--- config.mk ---
export PLATFORM = sky130hd
export DESIGN_NAME = lcar_scan_seq
export DESIGN_NICKNAME = d
export VERILOG_FILES = /design/src/rtl/lcar_scan_seq.sv
export SDC_FILE = /design/constraint.sdc
export NUM_CORES = 1
export LEC_CHECK = 0
export CORE_MARGIN = 5
export CORE_UTILIZATION = 50
export CTS_CLUSTER_DIAMETER = 50
export DETAILED_ROUTE_END_ITERATION = 10
export DONT_BUFFER_PORTS = 1
export PLACE_DENSITY = 0.66
export SLEW_MARGIN = 0
export SYNTH_ARGS = -nofsm -noshare
export SYNTH_HDL_FRONTEND = slang
export SYNTH_SLANG_ARGS = --single-unit
export TNS_END_PERCENT = 5
--- constraint.sdc ---
create_clock -name clk -period 2.26 [get_ports clk]
set_input_delay 0.452 -clock clk [delete_from_list [all_inputs] [get_ports clk]]
set_output_delay 0.452 -clock clk [all_outputs]
set_load 0.005 [all_outputs]
--- src/rtl/lcar_scan_seq.sv ---
// lcar_scan_seq: LED-panel scan-line sequencer (shift, latch, blank per line).
// Optional macro LCAR_SCAN_FRAME_ALT_EN drives address bit 18 from frame_alt.
module lcar_scan_seq #(
  parameter int PIX_PER_LINE = 64,
  parameter int NUM_LINES    = 16,
  parameter int LE_CYC       = 2,
  parameter int BLANK_CYC    = 8
) (
  input  logic        clk,
  input  logic        rst,
  input  logic        frame_start,
  input  logic        frame_alt,
  input  logic        fm_cycle_stp,
  input  logic        fm_rd_valid,
  output logic        fm_rd_cycle,
  output logic [18:0] fm_ov_rd_adrs,
  output logic        dclk_out,
  output logic        le_out,
  output logic        blank,
  output logic [3:0]  scan_line,
  output logic        busy,
  output logic        frame_done,
  output logic        overrun
);

  localparam int PW = $clog2(PIX_PER_LINE + 1);
  localparam int PHMAX = (LE_CYC > BLANK_CYC) ? LE_CYC : BLANK_CYC;
  localparam int CW = $clog2(PHMAX + 1);

  localparam logic [PW-1:0] PIX_LAST  = PW'(PIX_PER_LINE - 1);
  localparam logic [CW-1:0] LE_LAST   = CW'(LE_CYC - 1);
  localparam logic [CW-1:0] BLK_LAST  = CW'(BLANK_CYC - 1);
  localparam logic [3:0]    LINE_LAST = 4'(NUM_LINES - 1);
  localparam logic [17:0]   PIX_MUL   = 18'(PIX_PER_LINE);

  typedef enum logic [1:0] {
    S_IDLE,
    S_SHIFT,
    S_LATCH,
    S_BLANK
  } state_e;

  state_e state_q, state_d;

  logic [PW-1:0] pix_q, pix_d;
  logic [3:0]    line_q, line_d;
  logic [CW-1:0] ph_q, ph_d;

  logic [18:0] adrs_q, adrs_d;
  logic        dclk_q, dclk_d;
  logic        le_q, le_d;
  logic        blank_q, blank_d;
  logic [3:0]  scan_q, scan_d;
  logic        busy_q, busy_d;
  logic        done_q, done_d;
  logic        ovr_q, ovr_d;

  logic        accept;
  logic        last_blank;
  logic        bank_d;
  logic [17:0] adr_lo_d;

  assign fm_rd_cycle = (state_q == S_SHIFT) & ~fm_cycle_stp;
  assign accept      = fm_rd_cycle & fm_rd_valid;
  assign last_blank  = (state_q == S_BLANK) & (ph_q == BLK_LAST)
                     & (line_q == LINE_LAST);

  always_comb begin
    state_d = state_q;
    pix_d   = pix_q;
    line_d  = line_q;
    ph_d    = ph_q;
    unique case (state_q)
      S_IDLE: begin
        if (frame_start) begin
          state_d = S_SHIFT;
          pix_d   = '0;
          line_d  = '0;
        end
      end
      S_SHIFT: begin
        if (accept) begin
          pix_d = pix_q + PW'(1);
          if (pix_q == PIX_LAST) begin
            state_d = S_LATCH;
            ph_d    = '0;
          end
        end
      end
      S_LATCH: begin
        if (ph_q == LE_LAST) begin
          state_d = S_BLANK;
          ph_d    = '0;
        end else begin
          ph_d = ph_q + CW'(1);
        end
      end
      S_BLANK: begin
        if (ph_q == BLK_LAST) begin
          if (line_q == LINE_LAST) begin
            state_d = S_IDLE;
          end else begin
            state_d = S_SHIFT;
            line_d  = line_q + 4'd1;
            pix_d   = '0;
          end
        end else begin
          ph_d = ph_q + CW'(1);
        end
      end
      default: state_d = S_IDLE;
    endcase
  end

`ifdef LCAR_SCAN_FRAME_ALT_EN
  logic alt_q, alt_d;

  always_comb begin
    alt_d = alt_q;
    if (state_q == S_IDLE && frame_start) alt_d = frame_alt;
  end

  always_ff @(posedge clk) begin
    if (rst) alt_q <= 1'b0;
    else     alt_q <= alt_d;
  end

  assign bank_d = alt_d;
`else
  logic unused_frame_alt;
  assign unused_frame_alt = frame_alt;
  assign bank_d = 1'b0;
`endif

  // Address tracks the next pixel, so it only moves after an accept.
  always_comb begin
    adr_lo_d = 18'(line_d) * PIX_MUL + 18'(pix_d);
    adrs_d   = {bank_d, adr_lo_d};
    dclk_d   = accept;
    le_d     = (state_q == S_LATCH);
    blank_d  = (state_q == S_IDLE) | (state_q == S_BLANK);
    busy_d   = (state_d != S_IDLE);
    done_d   = last_blank;
    ovr_d    = frame_start & (state_q != S_IDLE);
    scan_d   = scan_q;
    if (state_q == S_BLANK && ph_q == '0) scan_d = line_q;
  end

  always_ff @(posedge clk) begin
    if (rst) begin
      state_q <= S_IDLE;
      pix_q   <= '0;
      line_q  <= '0;
      ph_q    <= '0;
      adrs_q  <= '0;
      dclk_q  <= 1'b0;
      le_q    <= 1'b0;
      blank_q <= 1'b1;
      scan_q  <= '0;
      busy_q  <= 1'b0;
      done_q  <= 1'b0;
      ovr_q   <= 1'b0;
    end else begin
      state_q <= state_d;
      pix_q   <= pix_d;
      line_q  <= line_d;
      ph_q    <= ph_d;
      adrs_q  <= adrs_d;
      dclk_q  <= dclk_d;
      le_q    <= le_d;
      blank_q <= blank_d;
      scan_q  <= scan_d;
      busy_q  <= busy_d;
      done_q  <= done_d;
      ovr_q   <= ovr_d;
    end
  end

  assign fm_ov_rd_adrs = adrs_q;
  assign dclk_out      = dclk_q;
  assign le_out        = le_q;
  assign blank         = blank_q;
  assign scan_line     = scan_q;
  assign busy          = busy_q;
  assign frame_done    = done_q;
  assign overrun       = ovr_q;

endmodule

==> flow_metrics.env <==
export IMPL_powerDensity_nw_per_um2=562.4
export IMPL_setup_violations_final=0
export IMPL_overflow=0
export IMPL_use_met1_pct=17.61
export IMPL_r2r_cells=10
export IMPL_fmax_ghz=0.4647
export IMPL_htreeDepth=2
export IMPL_max_cap_violations=0
export IMPL_synth_main_ff_cell="dfxtp_1"
export IMPL_grt_pass1_wl_um=6403
export IMPL_start_util_pct=52.38
export IMPL_worst_slew_pin_slew_ns=0.5443
export IMPL_io_pins=36
export IMPL_antenna_found_initial=0
export IMPL_synth_enable_flop_cells=0
export IMPL_layout_nets=226
export IMPL_period_share_pct=95.22
export IMPL_num_rows=21
export IMPL_whs_path_depth=1
export IMPL_relSlewSlack_pct=63.25
export IMPL_antennaDiodeCount=0
export IMPL_die_x_um=69.59
export IMPL_grt_pass1_vias=1436
export IMPL_crit_type="register to register"
export IMPL_crit_fanout=3
export IMPL_core_area_sq_um=3390
export IMPL_grtUsageTotal_pct=16.11
export IMPL_hold_buffers=0
export IMPL_area_delta_synth_final_pct=6.906
export IMPL_crit_start="state_q[1]$_SDFF_PP0_"
export IMPL_cts_tree="yes"
export IMPL_wire_per_inst_um=14.58
export IMPL_r2r_end="fm_ov_rd_adrs[9]$_SDFF_PP0_"
export IMPL_whs_ns=0.1671
export IMPL_final_min_clock_period_ns=2.152
export IMPL_place_congestion=0.9279
export IMPL_hp_start="rst"
export IMPL_cp_end_kind="register"
export IMPL_dp_slack_ns=0.06885
export IMPL_hold_viol=0
export IMPL_ys_types=47
export IMPL_route_detailed_drc=0
export IMPL_cts_reportedPaths_clkPinSlew_ns=0.10
export IMPL_root_buffer="clkbuf_4"
export IMPL_drt_iter0_drc=60
export IMPL_vias_per_cell=5.516
export IMPL_clkSinkCount=32
export IMPL_ys_warn_count=0
export IMPL_dp_cells=248
export IMPL_wirelength_um=3732
export IMPL_busiest_layer="met2"
export IMPL_status="finished clean"
export IMPL_rsz0062_at_grt="true"
export IMPL_yosysSeqAreaShare_pct=36.08
export IMPL_drtAntennaViolNets=0
export IMPL_finClkSkew_ns=0.006874
export IMPL_stdcell_count=256
export IMPL_syn_inst=206
export IMPL_via_count=1412
export IMPL_synth_avg_cell_area_sq_um=8.619
export IMPL_numCtsBuffers=5
export IMPL_grt_met3_usage_pct=6.667
export IMPL_r2r_slack_ns=0.11
export IMPL_grt_max_degree=32
export IMPL_slew_viol_final=0
export IMPL_p_leak_nw=0.7339
export IMPL_die_area_sq_um=4843
export IMPL_start_kind="register"
export IMPL_layout_setup_ws_ns=0.1080
export IMPL_arrival_ns=2.38
export IMPL_chipHeight_um=69.59
export IMPL_ys_ff_latch=32
export IMPL_holdPathEnd="pix_q[6]$_SDFF_PP0_"
export IMPL_ys_async_sr_fraction_pct=0
export IMPL_crit_required_ns=2.49
export IMPL_dp_hpwl_um=2797
export IMPL_insertion_delay_ns=0.33
export IMPL_drt_first_pass_iters=4
export IMPL_grt_use_met2_pct=27.12
export IMPL_drive_gt1_share_pct=19.05
export IMPL_portBuffers=0
export IMPL_cts_buffer_depth=2
export IMPL_vdd_ir_drop_max_mv=0.3603
export IMPL_syn_area_sq_um=1775
export IMPL_hold_class="input port to register"
export IMPL_rr_startpoint="state_q[1]$_SDFF_PP0_"
==> final cells by class <==
| class | count | area [sq um] |
|---|---|---|
| clock buffer | 6 | 51.30 |
| inverter | 11 | 41.29 |
| clock inverter | 2 | 15.01 |
| timing repair buffer | 10 | 75.07 |
| tap | 46 | 57.56 |
| multi-input combinational | 149 | 1012 |
| sequential | 32 | 645.6 |
| fill | 331 | 1491 |
==> metal layers <==
| metal | up-vias | wire (um) |
|---|---|---|
| li1 | 711 | - |
| met1 | 655 | 1631 |
| met3 | 4 | 239 |
| met4 | 0 | 33 |
| met2 | 42 | 1828 |
| met5 | - | 0 |
==> worst max-delay path, cell delays in order (launching register included) <==
cell	delay (ns)
dfxtp_2	0.34
inv_2	0.08
ha_4	0.13
and3b_1	0.17
nand4_1	0.12
or3_1	0.38
a21o_1	0.18
nand2_1	0.07
ha_2	0.19
nand3_2	0.07
mux2_4	0.31
==> where the power goes <==
part	switching, W	internal (W)	leakage, nW
clock	0.000199	0.000151	0.0305
combinational	0.0000787	0.0000525	0.443
sequential	0.0000100	0.000576	0.260
total	0.000288	0.000779	0.734
==> synthesized netlist by cell type (2+ instances only) <==
master    instances  area [sq um]
clkbuf_1          3         11.26
buf_4            16         120.1
nand3_1           7         35.03
nand2b_1          3         18.77
mux2i_1           4         40.04
nor2_1           14         52.55
dfxtp_1          32         640.6
nand4_1           3         18.77
nand2_2           2         12.51
or3_1             3         18.77
ha_1             11         137.6
o31ai_1           2         15.01
and3_1            3         18.77
nor2b_1          11         68.82
nand4b_1          2         17.52
nand2_1          12         45.04
a31oi_1           7         43.79
a21oi_1          15         75.07
and2_1            3         18.77
buf_2             2         10.01
nor3_1            5         25.02
a211oi_1          3         22.52
inv_1            11         41.29
o21ai_0           7         35.03
and3b_1           3         26.28
==> layout by cell type (no fill, tap or decap), types with 3 or more instances in the layout <==
cell type	instances
nand2_1	12
and3b_1	3
dfxtp_2	4
a21oi_1	15
clkbuf_4	5
nand2b_1	3
inv_1	10
a211oi_1	3
nor2b_1	10
or3_1	3
o21ai_0	7
buf_4	10
conb_1	8
nand4_1	3
nand3_1	6
ha_2	3
and3_1	3
nor2_1	14
nor3_1	5
dfxtp_1	28
ha_1	7
mux2i_1	4
a31oi_1	7
==> per-stage QoR <==
| stage | utilization, % | TNS [ns] | total power [W] | area, sq um |
|---|---|---|---|---|
| after floorplan | - | 0 | 0.0007063 | 1804 |
| after global placement | 52.97 | 0 | 0.0007200 | 1795 |
| after detailed placement | 52.97 | 0 | 0.0007230 | 1795 |
| after CTS | 54.93 | 0 | 0.001077 | 1862 |
| after global routing | 56.00 | -0.1293 | 0.001129 | 1898 |
| final | 56.00 | 0 | 0.001067 | 1898 |
==> worst max-delay path by stage <==
stage                                        to  cells after the start  slack (ns)
CTS                 fm_ov_rd_adrs[9]$_SDFF_PP0_                     10        0.05
detailed placement  fm_ov_rd_adrs[9]$_SDFF_PP0_                     10        0.07
floorplan           fm_ov_rd_adrs[9]$_SDFF_PP0_                     10        0.03
finish              fm_ov_rd_adrs[9]$_SDFF_PP0_                     10        0.11
global placement    fm_ov_rd_adrs[9]$_SDFF_PP0_                     10        0.12
global route        fm_ov_rd_adrs[9]$_SDFF_PP0_                      8       -0.05
==> logic make-up (layout without fill, tap and decap cells) <==
| kind of cell | count (synthesis) | after routing | synth area share (%) |
|---|---|---|---|
| buf+inv | 32 | 29 | 10.29 |
| simple gates | 80 | 80 | 25.51 |
| other cells | 1 | 8 | 0.2112 |
| mux | 5 | 5 | 2.889 |
| xor+xnor | 1 | 1 | 0.4934 |
| fa+ha+maj | 11 | 11 | 7.752 |
| compound gates | 44 | 44 | 16.77 |
| flops | 32 | 32 | 36.08 |
==> what timing repair did <==
item	CTS	global route
buffers inserted	0	0
gates resized for setup	0	13
endpoints found under the hold margin	0	0
endpoints found under the setup margin	0	4
(Power assumes the default switching activity.)
